<file path="src/rtl/branch_resolve_if.sv">
// Decode-to-fetch branch bus. The decode side drives the branch, comparator and stall signals.
// The resolver drives the redirect, flush and statistics signals.
interface branch_resolve_if #(
    parameter int ADDR_BITS = 32,
    parameter int CNT_BITS  = 16
);
    logic                 br_valid;
    logic                 br_beq;
    logic                 br_bne;
    logic                 equal;
    logic                 not_equal;
    logic [ADDR_BITS-1:0] br_target;
    logic                 stall_in;

    logic                 redirect_valid;
    logic [ADDR_BITS-1:0] redirect_pc;
    logic                 flush_if;
    logic                 busy;
    logic                 illegal_pulse;
    logic [CNT_BITS-1:0]  taken_count;
    logic [CNT_BITS-1:0]  resolved_count;

    modport master (
        output br_valid, br_beq, br_bne, equal, not_equal, br_target, stall_in,
        input  redirect_valid, redirect_pc, flush_if, busy, illegal_pulse,
               taken_count, resolved_count
    );

    modport slave (
        input  br_valid, br_beq, br_bne, equal, not_equal, br_target, stall_in,
        output redirect_valid, redirect_pc, flush_if, busy, illegal_pulse,
               taken_count, resolved_count
    );
endinterface

</file>
<file path="src/rtl/branch_resolve.sv">
// Resolves BEQ/BNE in decode and issues a registered PC redirect to fetch.
// Holds an IF flush window and keeps saturating taken/resolved statistics.
module branch_resolve #(
    parameter int ADDR_BITS    = 32,
    parameter int FLUSH_CYCLES = 1,
    parameter int CNT_BITS     = 16
) (
    input logic             clk,
    input logic             rst,
    branch_resolve_if.slave bus
);

    typedef enum logic {
        IDLE  = 1'b0,
        FLUSH = 1'b1
    } state_e;

    localparam logic [3:0]          FLUSH_LOAD = 4'(FLUSH_CYCLES - 1);
    localparam logic [CNT_BITS-1:0] CNT_MAX    = '1;
    localparam logic [CNT_BITS-1:0] CNT_ONE    = CNT_BITS'(1);

    state_e               state_q, state_d;
    logic [3:0]           flush_cnt_q, flush_cnt_d;
    logic                 redirect_valid_q;
    logic                 illegal_q;
    logic [ADDR_BITS-1:0] redirect_pc_q;
    logic [CNT_BITS-1:0]  taken_cnt_q;
    logic [CNT_BITS-1:0]  resolved_cnt_q;

    logic resolve;
    logic taken;
    logic illegal;

    // Branches arriving in FLUSH, including the last cycle, are squashed by fetch.
    assign resolve = bus.br_valid & ~bus.stall_in & (state_q == IDLE);
    assign taken   = resolve & ((bus.br_beq & ~bus.br_bne & bus.equal) |
                                (bus.br_bne & ~bus.br_beq & bus.not_equal));
    assign illegal = resolve & bus.br_beq & bus.br_bne;

    // NOTE: sequential state uses non-blocking assignments so every register
    // samples the pre-edge values, independent of process ordering.
    always_ff @(posedge clk) begin
        if (rst) begin
            state_q     <= IDLE;
            flush_cnt_q <= '0;
        end else begin
            state_q     <= state_d;
            flush_cnt_q <= flush_cnt_d;
        end
    end

    // NOTE: defaults first so every path assigns every output; no latches.
    always_comb begin
        state_d     = state_q;
        flush_cnt_d = flush_cnt_q;
        unique case (state_q)
            IDLE: begin
                if (taken) begin
                    state_d     = FLUSH;
                    flush_cnt_d = FLUSH_LOAD;
                end
            end
            FLUSH: begin
                if (flush_cnt_q == 4'd0) begin
                    state_d = IDLE;
                end else begin
                    flush_cnt_d = flush_cnt_q - 4'd1;
                end
            end
            default: state_d = IDLE;
        endcase
    end

    always_comb begin
        bus.flush_if = (state_q == FLUSH);
        bus.busy     = (state_q == FLUSH);
    end

    always_ff @(posedge clk) begin
        if (rst) begin
            redirect_valid_q <= 1'b0;
            illegal_q        <= 1'b0;
            redirect_pc_q    <= '0;
            taken_cnt_q      <= '0;
            resolved_cnt_q   <= '0;
        end else begin
            redirect_valid_q <= taken;
            illegal_q        <= illegal;
            if (taken) begin
                redirect_pc_q <= bus.br_target;
            end
            if (taken && taken_cnt_q != CNT_MAX) begin
                taken_cnt_q <= taken_cnt_q + CNT_ONE;
            end
            if (resolve && resolved_cnt_q != CNT_MAX) begin
                resolved_cnt_q <= resolved_cnt_q + CNT_ONE;
            end
        end
    end

    assign bus.redirect_valid = redirect_valid_q;
    assign bus.redirect_pc    = redirect_pc_q;
    assign bus.illegal_pulse  = illegal_q;
    assign bus.taken_count    = taken_cnt_q;
    assign bus.resolved_count = resolved_cnt_q;

endmodule
</file>
<file path="src/flat_wrapper.sv">
// flat-port wrapper written by rule: the top's interface ports become plain ports
module branch_resolve_flat 
#(
    parameter int ADDR_BITS    = 32,
    parameter int FLUSH_CYCLES = 1,
    parameter int CNT_BITS     = 16
)
  (clk, rst, bus_br_valid, bus_br_beq, bus_br_bne, bus_equal, bus_not_equal, bus_br_target, bus_stall_in, bus_redirect_valid, bus_redirect_pc, bus_flush_if, bus_busy, bus_illegal_pulse, bus_taken_count, bus_resolved_count);
  branch_resolve_if #(.ADDR_BITS(ADDR_BITS), .CNT_BITS(CNT_BITS)) bus_i ();
  input logic clk;
  input logic rst;
  input wire logic [$bits(bus_i.br_valid)-1:0] bus_br_valid;
  input wire logic [$bits(bus_i.br_beq)-1:0] bus_br_beq;
  input wire logic [$bits(bus_i.br_bne)-1:0] bus_br_bne;
  input wire logic [$bits(bus_i.equal)-1:0] bus_equal;
  input wire logic [$bits(bus_i.not_equal)-1:0] bus_not_equal;
  input wire logic [$bits(bus_i.br_target)-1:0] bus_br_target;
  input wire logic [$bits(bus_i.stall_in)-1:0] bus_stall_in;
  output wire logic [$bits(bus_i.redirect_valid)-1:0] bus_redirect_valid;
  output wire logic [$bits(bus_i.redirect_pc)-1:0] bus_redirect_pc;
  output wire logic [$bits(bus_i.flush_if)-1:0] bus_flush_if;
  output wire logic [$bits(bus_i.busy)-1:0] bus_busy;
  output wire logic [$bits(bus_i.illegal_pulse)-1:0] bus_illegal_pulse;
  output wire logic [$bits(bus_i.taken_count)-1:0] bus_taken_count;
  output wire logic [$bits(bus_i.resolved_count)-1:0] bus_resolved_count;
  assign bus_i.br_valid = bus_br_valid;
  assign bus_i.br_beq = bus_br_beq;
  assign bus_i.br_bne = bus_br_bne;
  assign bus_i.equal = bus_equal;
  assign bus_i.not_equal = bus_not_equal;
  assign bus_i.br_target = bus_br_target;
  assign bus_i.stall_in = bus_stall_in;
  assign bus_redirect_valid = bus_i.redirect_valid;
  assign bus_redirect_pc = bus_i.redirect_pc;
  assign bus_flush_if = bus_i.flush_if;
  assign bus_busy = bus_i.busy;
  assign bus_illegal_pulse = bus_i.illegal_pulse;
  assign bus_taken_count = bus_i.taken_count;
  assign bus_resolved_count = bus_i.resolved_count;
  branch_resolve #(.ADDR_BITS(ADDR_BITS), .FLUSH_CYCLES(FLUSH_CYCLES), .CNT_BITS(CNT_BITS)) u_core (.clk(clk), .rst(rst), .bus(bus_i));
endmodule
</file>
<file path="config.mk">
export PLATFORM = sky130hd
export DESIGN_NAME = branch_resolve_flat
export DESIGN_NICKNAME = d
export VERILOG_FILES = /design/src/rtl/branch_resolve_if.sv /design/src/rtl/branch_resolve.sv /design/src/flat_wrapper.sv
export SDC_FILE = /design/constraint.sdc
export NUM_CORES = 1
export LEC_CHECK = 0
export BUFFER_PORTS_ARGS = -buffer_cell sky130_fd_sc_hd__buf_2
export CORE_ASPECT_RATIO = 1.2
export CORE_MARGIN = 1
export CORE_UTILIZATION = 54
export DETAILED_ROUTE_END_ITERATION = 12
export GPL_TIMING_DRIVEN = 0
export MAX_ROUTING_LAYER = met4
export PLACE_DENSITY = 0.85
export SKIP_CTS_REPAIR_TIMING = 1
export SYNTH_ARGS = -nofsm -noshare
export SYNTH_HDL_FRONTEND = slang
export SYNTH_SLANG_ARGS = --single-unit
</file>
<file path="constraint.sdc">
create_clock -name clk -period 3.5 [get_ports clk]
set_input_delay 0.7 -clock clk [delete_from_list [all_inputs] [get_ports clk]]
set_output_delay 0.7 -clock clk [all_outputs]
set_load 0.02 [all_outputs]
</file>
==> results of run 1 <==
[registers in the layout, indices dropped and copies added, names as in the netlist]
name and count:
u_core.bus.redirect_pc 32, u_core.bus.resolved_count 16, u_core.bus.taken_count 16, u_core.flush_cnt_q 4, u_core.bus.busy 1, u_core.bus.illegal_pulse 1, u_core.bus.redirect_valid 1
[how the worst max path moves through the flow]
stage                             from                                    endpoint  slack [ps]  cells past startpoint
after detailed placement    bus_br_beq      u_core.bus.redirect_pc[6]$_SDFFE_PP0P_         940                      7
after global routing        bus_br_beq      u_core.bus.redirect_pc[3]$_SDFFE_PP0P_        1040                      7
after CTS                   bus_br_beq      u_core.bus.redirect_pc[6]$_SDFFE_PP0P_        1320                      7
after floorplan           bus_stall_in  u_core.bus.resolved_count[15]$_SDFFE_PP0P_        1300                      5
final                       bus_br_bne     u_core.bus.redirect_pc[18]$_SDFFE_PP0P_        1280                      7
after global placement      bus_br_beq      u_core.bus.redirect_pc[2]$_SDFFE_PP0P_         940                      7
[cells by family after synthesis]
family	Yosys count	synth area share
adder cells (fa/ha/maj)	3	0.01175
multiplexers	14	0.04894
buffers and inverters	27	0.03720
flip-flops	71	0.4448
AND/OR/NAND/NOR	189	0.3070
AO/OA/AOI/OAI	81	0.1504
[power by group through the flow]
| stage | clock [W] | combinational (W) | sequential, W |
|---|---|---|---|
| floorplan | 0 | 0.0000458 | 0.000857 |
| global placement | 0 | 0.000106 | 0.000844 |
| detailed placement | 0 | 0.000108 | 0.000844 |
| CTS | 0.000889 | 0.000109 | 0.000825 |
| global route | 0.000928 | 0.000119 | 0.000827 |
| finish | 0.000876 | 0.000109 | 0.000825 |
[final cells by class]
class                           count  area, um^2
Sequential cell                    71        1421
Clock inverter                      5       128.9
Tap cell                           80       100.1
Timing Repair Buffer              107       535.5
Inverter                            6       22.52
Multi-Input combinational cell    287        1655
Clock buffer                       11       141.4
Buffer                             21       96.34
Fill cell                         440        1567
[cell usage after synthesis (all sizes together) (7+ instances only)]
| cell type | number |
|---|---|
| nor4 | 10 |
| nand4 | 7 |
| clkbuf | 13 |
| nand2 | 75 |
| mux2 | 13 |
| nor3 | 11 |
| nor2 | 20 |
| or4 | 9 |
| dfxtp | 71 |
| a21oi | 52 |
| nand3 | 13 |
| nor2b | 14 |
| o31ai | 7 |
| buf | 8 |
[worst register-to-register path, cell delays in order, from the launching register on]
cell     delay, ps
dfxtp_1        410
or3b_1         420
buf_6          150
or2_1          310
nor4b_1        380
mux2_1         370
[routing by layer]
| layer | track usage | vias up |
|---|---|---|
| met4 | 0.1373 | 0 |
| met1 | 0.3372 | 1515 |
| met5 | - | - |
| met3 | 0.06744 | 24 |
| li1 | - | 1611 |
| met2 | 0.4376 | 133 |
[stage by stage]
step                setup WS (ps)  hold WS (ps)
floorplan                    1300         457.2
global placement            939.2         438.6
detailed placement          944.6         443.6
CTS                          1322         454.0
global route                 1040         472.3
finish                       1283         451.8
==> results.py, run 1 <==
metrics = {
    "run_status": {
        "status": "finished, final reports clean",
    },
    "pwr": {
        "p_seq_frac": 0.456,
        "power.total_w": 0.001811,
        "p_int_w": 0.001426,
        "clkPwrFrac": 0.484,
        "p_comb_frac": 0.060,
        "sw_frac_of_total": 0.2122,
        "vdd_drop_max_mv": 0.3263,
        "p_leak_nw": 1.717,
        "p_per_area_nw_per_um2": 441.5,
        "p_sw_w": 0.0003843,
    },
    "sta": {
        "finalHoldViolCount": 0,
        "slew_headroom": 0.5550,
        "grt_setup_unrepaired": "no",
        "finalSetupViolCount": 0,
        "fin_tns_setup_ps": 0,
        "finalMaxSlewViolations": 0,
        "post-route-min-period_ps": 2217,
        "max_freq_ghz": 0.4511,
        "tightest_slew_ps": 661.4,
        "skew_ps": 10.01,
        "fin_crit_sh": 0.6334,
    },
    "grt": {
        "grt_antenna_before_repair": 0,
        "grt_start_max_net_pins": 13,
        "grt_pass1_wl_mm": 13.21,
        "grt_usage": 0.2802,
        "grt_pass1_vias": 2931,
        "overflow": 0,
    },
    "detailed_routing": {
        "routedWlPerCell_um": 14.02,
        "drt-met1-wl_mm": 3.459,
        "first_pass_iters": 4,
        "dr.max_layer_used": "met4",
        "post_drt_via_cell_ratio": 5.583,
        "dr_wl_met2_mm": 4.019,
        "drt_wl_total_mm": 8.245,
        "met3_length_um": 526,
        "drc": 0,
        "vias": 3283,
        "detail-route-antenna-nets": 0,
        "drtIter0Drc": 164,
    },
    "clock_tree": {
        "cts.clk_slew.worst_paths_ps": 70,
        "clock-root-buffer": "clkbuf_8",
        "cts_buffers": 9,
        "worstSkewPairLatency_ps": 350,
        "htree_levels": 3,
        "clock_sinks": 71,
        "cts_tree": "done",
        "clock_path_buffers": 2,
    },
    "die": {
        "die_area_um2": 6231,
        "core_area_um2": 5668,
        "die_w_um": 72.23,
        "row_count": 30,
        "die_y_um": 86.27,
        "start_util": 0.5638,
        "pin_count": 108,
    },
    "hold_path": {
        "whs_path_depth": 2,
        "hold_path_end": "u_core.bus.redirect_pc[1]$_SDFFE_PP0P_",
        "min_from": "u_core.bus.redirect_pc[1]$_SDFFE_PP0P_",
        "hold_class": "flop to flop",
    },
    "worst_setup_path": {
        "required_ps": 3780,
        "path_cells": "buf_2 -> and3b_1 -> o21ai_1 -> clkbuf_1 -> clkbuf_1 -> nand2_1 -> a21oi_1",
        "criticalPathCategory": "input pin to flop",
        "slowest_stage": "clkbuf_1",
        "end_kind": "flop",
        "worstPathMaxFanout": 10,
        "crit_top_cell": "clkbuf_1",
        "rr_endpoint": "u_core.bus.resolved_count[11]$_SDFFE_PP0P_",
        "slowest_delay_ps": 410,
        "r2r_cells": 5,
        "r2r-start": "u_core.bus.busy$_SDFF_PP0_",
        "cp_num_buf_inv": 3,
        "arrival_ps": 2500,
        "crit_family": "buffers and inverters",
        "start_kind": "input pin",
        "r2r_setup_slack_ps": 1350,
    },
    "cells_and_area": {
        "final_cell_mix": "buf_2 (112), nand2_1 (75), dfxtp_1 (71)",
        "utilization": 0.7236,
        "drive_gt1_frac": 0.2795,
        "layout_commonest_cell": "buf_2",
        "instances_no_fill": 588,
        "fin_nets": 546,
        "synthToLayoutAreaGrowth_pct": 28.35,
        "antenna_cells": 0,
        "fin_area_um2": 4101,
    },
    "placement": {
        "routabilityCongestion": 0.9212,
        "dpl_cell_area_um2": 3831,
        "place.detailed.hpwl_mm": 5.858,
        "dp.cells": 572,
        "io_buffers": 107,
    },
    "logic_synthesis": {
        "seq_area_frac_synth": 0.4448,
        "syn_avg_cell_area_um2": 8.300,
        "synthArstFlopShare": 0,
        "synth_area_leaders": "dfxtp_1 (44%), nand2_1 (8.8%), a21oi_1 (8.1%), mux2_1 (3.2%), nor2b_1 (2.7%)",
        "synth-seq-cells": 71,
        "synthesis.area_um2": 3196,
        "yosys_warnings": 0,
        "synthesis.nets": 428,
        "synth_top_area_frac": 0.4448,
        "synth-edff-count": 0,
        "synth_flop_cell": "dfxtp_1",
        "syn_inst": 385,
        "yosysTopAreaCell": "dfxtp_1",
        "synth_cell_type_count": 50,
    },
    "job": {
        "maxCapViolCount": 0,
    },
}
Power figures use the tool's default switching activity.
==> run 2: changes to the inputs <==
--- a/config.mk
+++ b/config.mk
@@ -8,11 +8,11 @@
 export BUFFER_PORTS_ARGS = -buffer_cell sky130_fd_sc_hd__buf_2
 export CORE_ASPECT_RATIO = 1.2
 export CORE_MARGIN = 1
-export CORE_UTILIZATION = 54
+export CORE_UTILIZATION = 50
 export DETAILED_ROUTE_END_ITERATION = 12
 export GPL_TIMING_DRIVEN = 0
 export MAX_ROUTING_LAYER = met4
-export PLACE_DENSITY = 0.85
+export PLACE_DENSITY = 0.79
 export SKIP_CTS_REPAIR_TIMING = 1
 export SYNTH_ARGS = -nofsm -noshare
 export SYNTH_HDL_FRONTEND = slang
==> constraint.sdc (replaced) <==
create_clock -name clk -period 2.3 [get_ports clk]
set_input_delay 0.46 -clock clk [delete_from_list [all_inputs] [get_ports clk]]
set_output_delay 0.46 -clock clk [all_outputs]
set_load 0.02 [all_outputs]
==> results.py, run 2 (same netlist as run 1, synthesis figures left out) <==
metrics = {
    "cells_and_area": {
        "utilization": 0.6645,
        "n_fill_cell": 547,
        "layout_commonest_cell": "buf_2",
        "antenna_cells": 0,
        "seqCellArea_um2": 1421,
        "drive_gt1_frac": 0.2815,
        "fin_nets": 546,
        "multi_input_area_um2": 1659,
        "final_cell_mix": "buf_2 (112), nand2_1 (75), dfxtp_1 (71)",
        "synthToLayoutAreaGrowth_pct": 26.62,
        "instances_no_fill": 590,
        "largest_reg_flops": 32,
    },
    "hold_path": {
        "hold_class": "input pin to flop",
        "hold_path_end": "u_core.bus.redirect_pc[12]$_SDFFE_PP0P_",
        "min_from": "bus_br_target[12]",
        "whs_path_depth": 3,
    },
    "run_status": {
        "status": "finished, final reports clean",
    },
    "sta": {
        "finalHoldViolCount": 0,
        "post-route-min-period_ps": 2136,
        "slew_headroom": 0.6242,
        "skew_ps": 10.25,
        "finalSetupViolCount": 0,
        "max_freq_ghz": 0.4681,
        "fin_ws_ps": 163.8,
        "fin_crit_sh": 0.9288,
        "finalMaxSlewViolations": 0,
        "final.hold.worst_slack_ps": 347.8,
        "tightest_slew_ps": 563.7,
    },
    "placement": {
        "io_buffers": 107,
        "place_ws_ps": -58.60,
        "place.detailed.hpwl_mm": 5.963,
        "dp.cells": 574,
        "routabilityCongestion": 0.8897,
    },
    "clock_tree": {
        "clock-root-buffer": "clkbuf_8",
        "clock_sinks": 71,
        "cts_tree": "done",
        "cts_buffers": 9,
        "cts.clk_slew.worst_paths_ps": 80,
        "clock_path_buffers": 2,
        "htree_levels": 3,
        "worstSkewPairLatency_ps": 340,
    },
    "grt": {
        "grt_start_max_net_pins": 13,
        "grt_usage": 0.2637,
        "grt_pass1_vias": 2973,
        "overflow": 0,
        "grt_antenna_before_repair": 0,
        "grt_pass1_wl_mm": 13.12,
    },
    "detailed_routing": {
        "vias": 3238,
        "first_pass_iters": 4,
        "post_drt_via_cell_ratio": 5.488,
        "drtIter0Drc": 187,
        "drt_wl_total_mm": 8.264,
        "routedWlPerCell_um": 14.01,
        "drc": 0,
        "detail-route-antenna-nets": 0,
    },
    "worst_setup_path": {
        "rr_endpoint": "u_core.bus.resolved_count[15]$_SDFFE_PP0P_",
        "end_kind": "flop",
        "criticalPathCategory": "flop to flop",
        "start_kind": "flop",
        "worstPathMaxFanout": 10,
        "r2r-start": "u_core.bus.busy$_SDFF_PP0_",
        "r2r_cells": 5,
        "r2r_setup_slack_ps": 160,
        "arrival_ps": 2360,
        "required_ps": 2520,
    },
    "die": {
        "die_area_um2": 6716,
        "die_w_um": 74.98,
        "core_area_um2": 6090,
        "start_util": 0.5248,
        "die_y_um": 89.58,
        "pin_count": 108,
        "row_count": 31,
    },
    "pwr": {
        "vdd_drop_max_mv": 0.4318,
        "p_per_area_nw_per_um2": 606.7,
        "p_leak_nw": 1.682,
    },
    "job": {
        "maxCapViolCount": 0,
    },
}
[run 2: cell count changes in the layout (fill, tap and decap cells not counted), sizes merged]
cell	previous run	this run
clkinvlp	0	2
bufinv	4	1
clkbuf	24	25
[run 2: worst max path at each step]
stage                          startpoint                                          to  cells past startpoint
2_1_floorplan  u_core.bus.busy$_SDFF_PP0_  u_core.bus.resolved_count[15]$_SDFFE_PP0P_                      5
3_3_place_gp                   bus_br_beq      u_core.bus.redirect_pc[2]$_SDFFE_PP0P_                      7
3_5_place_dp                   bus_br_beq     u_core.bus.redirect_pc[28]$_SDFFE_PP0P_                      7
4_1_cts        u_core.bus.busy$_SDFF_PP0_     u_core.bus.taken_count[10]$_SDFFE_PP0P_                      5
5_1_grt        u_core.bus.busy$_SDFF_PP0_     u_core.bus.taken_count[10]$_SDFFE_PP0P_                      5
6_report       u_core.bus.busy$_SDFF_PP0_  u_core.bus.resolved_count[15]$_SDFFE_PP0P_                      5
[run 2: power breakdown]
part | total (W) | internal (W) | leakage, nW | switching, W
registers | 0.00126 | 0.00124 | 0.573 | 0.0000114
logic | 0.000165 | 0.0000636 | 1.01 | 0.000102
clock network | 0.00103 | 0.000563 | 0.0988 | 0.000471
total | 0.00245 | 0.00187 | 1.68 | 0.000584
[run 2: per-layer routing]
layer | part of all wire | track usage | vias up
li1 | - | - | 1606
met3 | 0.050 | 0.04353 | 19
met1 | 0.43 | 0.3096 | 1494
met2 | 0.49 | 0.4324 | 119
met5 | 0 | - | -
met4 | 0.025 | 0.1355 | 0
[run 2: cell type report]
class | count | area share
clock inverters | 4 | 0.01330
multi-input cells | 287 | 0.4100
clock buffers | 12 | 0.03834
plain buffers | 21 | 0.02381
repair buffers | 107 | 0.1323
flip-flops and latches | 71 | 0.3513
well taps | 82 | 0.02536
inverters | 6 | 0.005566
[run 2: critical path: stages, from the launching register on]
cell	delay [ps]
dfxtp_1	420
or3b_1	430
buf_6	160
or2_1	300
nor4_1	360
mux2_1	350
[run 2: through the flow]
step	TNS (ps)	total power (W)	instance area (um^2)
after global placement	-560.3	0.001445	3834
final	0	0.002455	4046
after CTS	0	0.002478	4043
after detailed placement	-954.2	0.001448	3834
after floorplan	0	0.001373	3196
after global routing	-13.59	0.002551	4046
==> run 3: changes to the inputs <==
--- a/config.mk
+++ b/config.mk
@@ -12,7 +12,7 @@
 export DETAILED_ROUTE_END_ITERATION = 12
 export GPL_TIMING_DRIVEN = 0
 export MAX_ROUTING_LAYER = met4
-export PLACE_DENSITY = 0.79
+export PLACE_DENSITY_LB_ADDON = 0.3
 export SKIP_CTS_REPAIR_TIMING = 1
 export SYNTH_ARGS = -nofsm -noshare
 export SYNTH_HDL_FRONTEND = slang
==> results.py, run 3 (same netlist as run 1, synthesis figures left out) <==
metrics = {
    "run_status": {
        "status": "finished, final reports clean",
    },
    "worst_setup_path": {
        "start_kind": "flop",
        "required_ps": 2540,
        "r2r_cells": 5,
        "arrival_ps": 2360,
        "end_kind": "flop",
        "criticalPathCategory": "flop to flop",
        "worstPathMaxFanout": 10,
    },
    "grt": {
        "grt_antenna_before_repair": 0,
        "grt_usage": 0.2726,
        "overflow": 0,
        "grt_start_max_net_pins": 12,
        "grt_pass1_wl_mm": 13.25,
        "grt_pass1_vias": 2853,
    },
    "die": {
        "die_area_um2": 6716,
        "die_w_um": 74.98,
        "row_count": 31,
        "core_area_um2": 6090,
        "die_y_um": 89.58,
        "start_util": 0.5248,
        "pin_count": 108,
    },
    "detailed_routing": {
        "post_drt_via_cell_ratio": 5.354,
        "drc": 0,
        "drtIter0Drc": 169,
        "detail-route-antenna-nets": 0,
        "drt_wl_total_mm": 8.331,
        "first_pass_iters": 4,
        "vias": 3159,
        "routedWlPerCell_um": 14.12,
    },
    "sta": {
        "max_freq_ghz": 0.4717,
        "post-route-min-period_ps": 2120,
        "finalHoldViolCount": 0,
        "grt_setup_unrepaired": "no",
        "skew_ps": 7.964,
        "final.hold.worst_slack_ps": 340.6,
        "tightest_slew_ps": 564.3,
        "slew_headroom": 0.6218,
        "finalSetupViolCount": 0,
        "finalMaxSlewViolations": 0,
        "fin_crit_sh": 0.9217,
    },
    "clock_tree": {
        "clock_path_buffers": 2,
        "cts_buffers": 9,
        "clock_sinks": 71,
        "htree_levels": 3,
        "worstSkewPairLatency_ps": 350,
        "cts.clk_slew.worst_paths_ps": 70,
        "clock-root-buffer": "clkbuf_8",
        "cts_tree": "done",
    },
    "cells_and_area": {
        "synthToLayoutAreaGrowth_pct": 27.13,
        "antenna_cells": 0,
        "multi_input_area_um2": 1655,
        "final_cell_mix": "buf_2 (112), nand2_1 (75), dfxtp_1 (71)",
        "fin_nets": 546,
        "largest_reg_flops": 32,
        "seqCellArea_um2": 1421,
        "n_fill_cell": 537,
        "drive_gt1_frac": 0.2854,
        "layout_commonest_cell": "buf_2",
    },
    "placement": {
        "io_buffers": 107,
        "routabilityCongestion": 0.8504,
        "place.detailed.hpwl_mm": 6.043,
    },
    "hold_path": {
        "whs_path_depth": 3,
        "hold_class": "input pin to flop",
    },
    "pwr": {
        "p_per_area_nw_per_um2": 626.4,
        "p_leak_nw": 1.708,
        "vdd_drop_max_mv": 0.5100,
        "power.total_w": 0.002545,
    },
    "job": {
        "maxCapViolCount": 0,
    },
}
run 3: changes by cell type in the layout (fill, tap and decap cells not counted), sizes merged:
cell and change:
clkinvlp -2, clkbuf +1, bufinv +1
run 3: area by class of cell:
cell class              instances  share of cell area
multi-input cells             287              0.4075
clock buffers                  13             0.03911
well taps                      82             0.02525
repair buffers                107              0.1318
flip-flops and latches         71              0.3499
plain buffers                  21             0.02495
clock inverters                 3             0.01601
inverters                       6            0.005544
run 3: per-stage QoR:
stage                     TNS, ps  utilization  instance area (um^2)  cells  setup WS [ps]
after floorplan                 0            -                  3196    385          307.2
after global placement          0       0.6295                  3834    574          17.33
after detailed placement   -120.2       0.6295                  3834    574         -37.21
after CTS                       0       0.6663                  4058    590          156.0
after global routing            0       0.6671                  4063    590          49.87
final                           0       0.6671                  4063    590          180.0
run 3: path summary, 6_finish.rpt:
check,endpoint,slack [ps],start
max,u_core.bus.resolved_count[15]$_SDFFE_PP0P_,180,u_core.bus.busy$_SDFF_PP0_
min,u_core.bus.redirect_pc[18]$_SDFFE_PP0P_,340,bus_br_target[18]
max reg2reg,u_core.bus.resolved_count[15]$_SDFFE_PP0P_,180,u_core.bus.busy$_SDFF_PP0_
min reg2reg,u_core.bus.redirect_pc[0]$_SDFFE_PP0P_,450,u_core.bus.redirect_pc[0]$_SDFFE_PP0P_
run 3: report_power, final:
| part | internal (W) | switching [W] | total [W] |
|---|---|---|---|
| clock network | 0.000670 | 0.000453 | 0.00112 |
| registers | 0.00125 | 0.0000113 | 0.00126 |
| logic | 0.0000640 | 0.000102 | 0.000166 |
| total | 0.00198 | 0.000566 | 0.00254 |
run 3: critical path, stage by stage, from the launching register on:
cell	delay [ps]
dfxtp_1	420
or3b_1	420
buf_6	160
or2_1	300
nor4_1	360
mux2_1	350
run 3: per-layer routing:
metal | up-vias | global-route usage | part of all wire
met2 | 95 | 0.4505 | 0.50
met5 | - | - | 0
li1 | 1609 | - | -
met4 | 0 | 0.1407 | 0.025
met1 | 1442 | 0.3129 | 0.42
met3 | 13 | 0.05134 | 0.048
